**src/rtl/r88_pkg.sv**
```systemverilog
// Shared constants and state encoding for the r88 interrupt controller.
package r88_pkg;

    localparam int unsigned VEC_W = 16;

    localparam logic [VEC_W-1:0] RST_VEC  = 16'hFFFC;
    localparam logic [VEC_W-1:0] NMI_VEC  = 16'hFFFA;
    localparam logic [VEC_W-1:0] IRQ_VEC  = 16'hFFFE;
    localparam logic [VEC_W-1:0] IDLE_VEC = 16'h0000;

    typedef enum logic [1:0] {
        ST_RST  = 2'd0,
        ST_IDLE = 2'd1,
        ST_NMI  = 2'd2,
        ST_IRQ  = 2'd3
    } r88_state_e;

    // Vector presented to the decoder while in a given state.
    function automatic logic [VEC_W-1:0] vec_of(input r88_state_e s);
        logic [VEC_W-1:0] v;
        v = IDLE_VEC;
        case (s)
            ST_RST:  v = RST_VEC;
            ST_NMI:  v = NMI_VEC;
            ST_IRQ:  v = IRQ_VEC;
            default: v = IDLE_VEC;
        endcase
        return v;
    endfunction

endpackage

```
**src/rtl/r88_sync2.sv**
```systemverilog
// Two-flop synchronizer for an asynchronous active-low pin; resets to the inactive level.
module r88_sync2 (
    input  logic clk_i,
    input  logic rst_i,
    input  logic d_i,
    output logic q_o
);

    logic meta_q;

    // Two-stage capture of the asynchronous pin.
    always_ff @(posedge clk_i or posedge rst_i) begin
        if (rst_i) begin
            meta_q <= 1'b1;
            q_o    <= 1'b1;
        end else begin
            meta_q <= d_i;
            q_o    <= meta_q;
        end
    end

endmodule

```
**src/rtl/r88_int_ctrl.sv**
```systemverilog
// Reset/NMI/IRQ arbitration towards the r88 decoder with registered one-hot requests.
module r88_int_ctrl
    import r88_pkg::*;
#(
    parameter int unsigned RST_STRETCH = 4
) (
    input  logic              sysClock,
    input  logic              sysReset,
    input  logic              resetPin_n,
    input  logic              nmiPin_n,
    input  logic              irqPin_n,
    input  logic              irqEn,
    input  logic              intAck,
    output logic              resetReq,
    output logic              nmiReq,
    output logic              irq,
    output logic [VEC_W-1:0]  vector
);

    localparam int unsigned CNT_W = (RST_STRETCH < 1) ? 1 : $clog2(RST_STRETCH + 1);
    localparam logic [CNT_W-1:0] CNT_LOAD = CNT_W'(RST_STRETCH);

    logic             rst_pin_s;
    logic             nmi_pin_s;
    logic             irq_pin_s;
    logic             nmi_prev_q;
    logic             nmi_edge;
    logic             nmi_pend;
    logic             irq_act;
    r88_state_e       state_q, state_d;
    logic [CNT_W-1:0] cnt_q, cnt_d;
    logic             rst_hi_q, rst_hi_d;
    logic             pend_q, pend_d;

    r88_sync2 u_sync_rst (.clk_i(sysClock), .rst_i(sysReset), .d_i(resetPin_n), .q_o(rst_pin_s));
    r88_sync2 u_sync_nmi (.clk_i(sysClock), .rst_i(sysReset), .d_i(nmiPin_n),   .q_o(nmi_pin_s));
    r88_sync2 u_sync_irq (.clk_i(sysClock), .rst_i(sysReset), .d_i(irqPin_n),   .q_o(irq_pin_s));

    // A falling synced NMI pin counts as pending in the same cycle it is seen.
    assign nmi_edge = nmi_prev_q & ~nmi_pin_s;
    assign nmi_pend = pend_q | nmi_edge;
    assign irq_act  = ~irq_pin_s & irqEn;

    // Previous synced NMI level for edge detection.
    always_ff @(posedge sysClock or posedge sysReset) begin
        if (sysReset) begin
            nmi_prev_q <= 1'b1;
        end else begin
            nmi_prev_q <= nmi_pin_s;
        end
    end

    // Next-state, stretch counter and pending-latch decisions.
    always_comb begin
        state_d  = state_q;
        cnt_d    = cnt_q;
        rst_hi_d = rst_hi_q;
        pend_d   = pend_q;
        if (!rst_pin_s) begin
            // Reset pin dominates: reload the stretch and drop any NMI in flight.
            state_d  = ST_RST;
            cnt_d    = CNT_LOAD;
            rst_hi_d = 1'b0;
            pend_d   = 1'b0;
        end else begin
            case (state_q)
                ST_RST: begin
                    // The first high cycle reloads; counting starts once the pin has been seen high.
                    pend_d   = 1'b0;
                    rst_hi_d = 1'b1;
                    if (!rst_hi_q) begin
                        cnt_d = CNT_LOAD;
                    end else if (cnt_q != '0) begin
                        cnt_d = cnt_q - CNT_W'(1);
                    end else begin
                        state_d = ST_IDLE;
                    end
                end
                ST_IDLE: begin
                    pend_d = nmi_pend;
                    if (nmi_pend) begin
                        state_d = ST_NMI;
                    end else if (irq_act) begin
                        state_d = ST_IRQ;
                    end
                end
                ST_NMI: begin
                    // An edge coincident with the ack re-arms the latch.
                    if (intAck) begin
                        pend_d  = nmi_edge;
                        state_d = ST_IDLE;
                    end else begin
                        pend_d = nmi_pend;
                    end
                end
                ST_IRQ: begin
                    pend_d = nmi_pend;
                    if (intAck) begin
                        state_d = ST_IDLE;
                    end else if (nmi_pend) begin
                        state_d = ST_NMI;
                    end else if (!irq_act) begin
                        state_d = ST_IDLE;
                    end
                end
                default: begin
                    state_d = ST_RST;
                end
            endcase
        end
    end

    // State, counter, latch and registered decoder outputs.
    always_ff @(posedge sysClock or posedge sysReset) begin
        if (sysReset) begin
            state_q  <= ST_RST;
            cnt_q    <= CNT_LOAD;
            rst_hi_q <= 1'b0;
            pend_q   <= 1'b0;
            resetReq <= 1'b1;
            nmiReq   <= 1'b0;
            irq      <= 1'b0;
            vector   <= RST_VEC;
        end else begin
            state_q  <= state_d;
            cnt_q    <= cnt_d;
            rst_hi_q <= rst_hi_d;
            pend_q   <= pend_d;
            resetReq <= (state_d == ST_RST);
            nmiReq   <= (state_d == ST_NMI);
            irq      <= (state_d == ST_IRQ);
            vector   <= vec_of(state_d);
        end
    end

endmodule

```
**config.mk**
```make
export PLATFORM = sky130hd
export DESIGN_NAME = r88_int_ctrl
export DESIGN_NICKNAME = d
export VERILOG_FILES = /design/src/rtl/r88_pkg.sv /design/src/rtl/r88_sync2.sv /design/src/rtl/r88_int_ctrl.sv
export SDC_FILE = /design/constraint.sdc
export NUM_CORES = 1
export LEC_CHECK = 0
export CORE_UTILIZATION = 30
export CTS_CLUSTER_DIAMETER = 50
export DETAILED_ROUTE_END_ITERATION = 12
export REMOVE_ABC_BUFFERS = 1
export SYNTH_ARGS = -nofsm -noshare
export SYNTH_HDL_FRONTEND = slang
export SYNTH_SLANG_ARGS = --single-unit
```
**constraint.sdc**
```tcl
create_clock -name sysClock -period 3.83 [get_ports sysClock]
set_input_delay 0.5745 -clock sysClock [delete_from_list [all_inputs] [get_ports sysClock]]
set_output_delay 0.5745 -clock sysClock [all_outputs]
set_load 0.05 [all_outputs]
```
==> impl_metrics.yaml <==
clock_network:
  clock_sinks: 20
  root_buffer: "clkbuf_4"
  htree_levels: 1
  cts_tree: "yes"
  clockBufferDepth: 2
  numCtsBuffers: 3
  post_cts_buffers: 0
  clk_pin_slew_ps: 100
  clk_latency_ps: 300
  cts_hold_buf: 0
  cts_resized: 0
routing:
  drt-total-wl_mm: 1.47
  vias: 543
  via_per_inst: 4.49
  drt_iter0_markers: 15
  first_pass_iters: 8
  wl_per_cell_um: 12.1
  ant_nets: 0
  drc: 2
timing:
  max_freq_mhz: 425
  setup_viol: 0
  rsz0062_at_grt: "false"
  timing.final.crit_period_ps: 2350
  slew_headroom: 0.497
  hold_viol: 0
  skew_ps: 9.62
  finalWorstSetupSlack_ps: 1480
  fin_crit_sh: 0.614
  fin_tns_setup_ps: 0
  slew_violations: 0
  worstMarginPinSlew_ps: 754
synth:
  yosys.area_share.simple: 0.0915
  synth_seq_cells: 20
  synth_compound_area_frac: 0.126
  yosys.area.top_type: "dfstp_2"
  synth.area.top_cells: "dfstp_2 (32%), dfrtp_1 (25%), buf_4 (11%), ha_1 (8.2%), inv_1 (2.9%)"
  synth_top_family_by_area: "buffers and inverters"
  ys_warn_count: 0
  synth_most_common_cell: "buf_4"
  synth_area_um2: 916
  ys_seq_area_frac: 0.561
  synth_adder_area_share: 0.0820
  yosys-top-cells-count: "buf_4 (13), dfstp_2 (11), dfrtp_1 (9)"
  synthCells: 75
  synth.top_cell.area_share: 0.316
  synth_xor_area_frac: 0
  async_reset_ff_frac: 1.00
  syn_avg_cell_area_um2: 12.2
  ys_types: 26
  synth_ff_type: "dfstp_2"
  muxShareOfSynthArea: 0
  synth-edff-count: 0
global_routing:
  antenna_found_initial: 0
  grtUsageMet3: 0.0522
  grtUsageMet1: 0.126
  grt.busiest_layer: "met2"
  grtUsageMet2: 0.155
  track_usage: 0.0988
  grt_pass1_vias: 531
  grt_max_degree: 21
  grt_overflow: 0
  grt_pass1_wl_mm: 2.42
place:
  place_ws_ps: 1770
  port_buffers: 24
  placed_area_mm2: 0.00110
  gp_congestion: 0.766
  hpwl_mm: 1.11
setup_path:
  critPathMaxStageDelay_ps: 840
  critPathCaptureType: "output port"
  cp_slowest_cell: "clkdlybuf4s50_1"
  criticalPathCategory: "flop to output port"
  r2r_slack_ps: 1920
  start_kind: "flop"
  critPathRequiredTime_ps: 3260
  rr_worst_depth: 7
  critPathBufInv: 1
  path_depth: 1
  crit_end: "vector[4]"
  cp_top_family: "buffers and inverters"
  r2r-start: "cnt_q[0]"
  startpoint: "vector[14]"
  r2r-end: "vector[1]"
  crit_arrival_ps: 1780
  critPathMaxFanout: 13
  path_cells: "clkdlybuf4s50_1"
power_and_ir_drop:
  p_sw_frac: 0.417
  power.leakage_uw: 0.000500
  power_frac_seq: 0.379
  pwr-share-clk: 0.161
  combPwrFrac: 0.460
  peakVddDrop_mv: 0.341
  p_int_uw: 436
  p_switching_uw: 312
  power.density_mw_per_mm2: 659
hold_path:
  hp-class: "flop to flop"
final_layout:
  multi_input_area_um2: 278
  nets: 104
  syn2layout_area_growth_pct: 23.8
  fill_cells: 276
  final_area_mm2: 0.00113
  finish.utilization: 0.401
  n_antenna_cell: 0
  drive_gt1_frac: 0.211
  seq_area_um2: 514
die:
  fp.dieW_um: 57.3
  die_h_um: 57.3
  ioPinCount: 26
  start_util: 0.324
  fp.dieArea_mm2: 0.00328
  num_rows: 19
  coreArea_mm2: 0.00283
run_status:
  outcome: "finished, violations left"
  violations: "design-rule violations"
flow_run:
  drv_cap: 0
## worst min-delay path by stage
stage | start | end | slack, ps | cells after the start
after floorplan | u_sync_irq.meta_q | u_sync_irq.q_o | 350 | 0
after global placement | u_sync_rst.meta_q | u_sync_rst.q_o | 350 | 0
after detailed placement | u_sync_rst.meta_q | u_sync_rst.q_o | 350 | 0
after CTS | u_sync_rst.meta_q | u_sync_rst.q_o | 360 | 0
after global routing | u_sync_rst.meta_q | u_sync_rst.q_o | 370 | 0
final | u_sync_rst.meta_q | u_sync_rst.q_o | 360 | 0
## logic make-up (layout without fill, tap and decap cells)
kind of cell             Yosys count  count (layout)
other                              1               1
AND/OR/NAND/NOR                   14              14
AO/OA/AOI/OAI                     14              14
adder cells (fa/ha/maj)            6               6
buffers and inverters             20              35
flip-flops                        20              20
## stage by stage
| step | power, µW | hold WS (ps) | std cells |
|---|---|---|---|
| finish | 748 | 361 | 121 |
| global route | 789 | 369 | 121 |
| CTS | 756 | 363 | 121 |
| detailed placement | 633 | 347 | 117 |
| global placement | 624 | 346 | 117 |
| floorplan | 525 | 345 | 62 |
## routing by layer
| layer | vias up | share of wire |
|---|---|---|
| li1 | 266 | - |
| met1 | 263 | 0.47 |
| met2 | 14 | 0.46 |
| met3 | 0 | 0.060 |
| met4 | 0 | 0 |
| met5 | - | 0 |
## state kept, by name, summed over array words and instances, names as in the netlist
| register | cells |
|---|---|
| resetReq | 1 |
| u_sync_rst.meta_q | 1 |
| irq | 1 |
| nmi_prev_q | 1 |
| u_sync_nmi.q_o | 1 |
| pend_q | 1 |
| u_sync_nmi.meta_q | 1 |
| u_sync_rst.q_o | 1 |
| nmiReq | 1 |
| rst_hi_q | 1 |
| cnt_q | 3 |
| state_q | 2 |
| u_sync_irq.meta_q | 1 |
| u_sync_irq.q_o | 1 |
| vector | 3 |
## placed cells by master (no fill, tap or decap), drive strengths merged
| cell type | n |
|---|---|
| o21ai | 2 |
| o21a | 2 |
| dfrtp | 9 |
| inv | 7 |
| or2 | 2 |
| nand2b | 3 |
| a21boi | 1 |
| nand3b | 1 |
| o31a | 1 |
| a221o | 1 |
| o221a | 1 |
| clkbuf | 4 |
| o2111a | 1 |
| nor4 | 1 |
| o31ai | 1 |
| a21oi | 2 |
| dfstp | 11 |
| and3 | 1 |
| nand2 | 2 |
| conb | 1 |
| clkdlybuf4s50 | 24 |
| ha | 6 |
| nor2 | 1 |
| nor2b | 3 |
| a311oi | 1 |
| o2111ai | 1 |
## layout make-up
| class | instances | area share |
|---|---|---|
| Tap cell | 31 | 0.0342 |
| Multi-Input combinational cell | 35 | 0.245 |
| Timing Repair Buffer | 24 | 0.212 |
| Sequential cell | 20 | 0.454 |
| Clock buffer | 4 | 0.0320 |
| Inverter | 7 | 0.0232 |
## power groups by stage
| stage | Sequential [µW] | Combinational, µW | Clock (µW) |
|---|---|---|---|
| 2_1_floorplan | 429 | 95.9 | 0 |
| 3_3_place_gp | 285 | 340 | 0 |
| 3_5_place_dp | 287 | 346 | 0 |
| 4_1_cts | 283 | 347 | 126 |
| 5_1_grt | 287 | 366 | 135 |
| 6_report | 283 | 344 | 120 |
No activity file was read; power rests on OpenSTA's default activity.
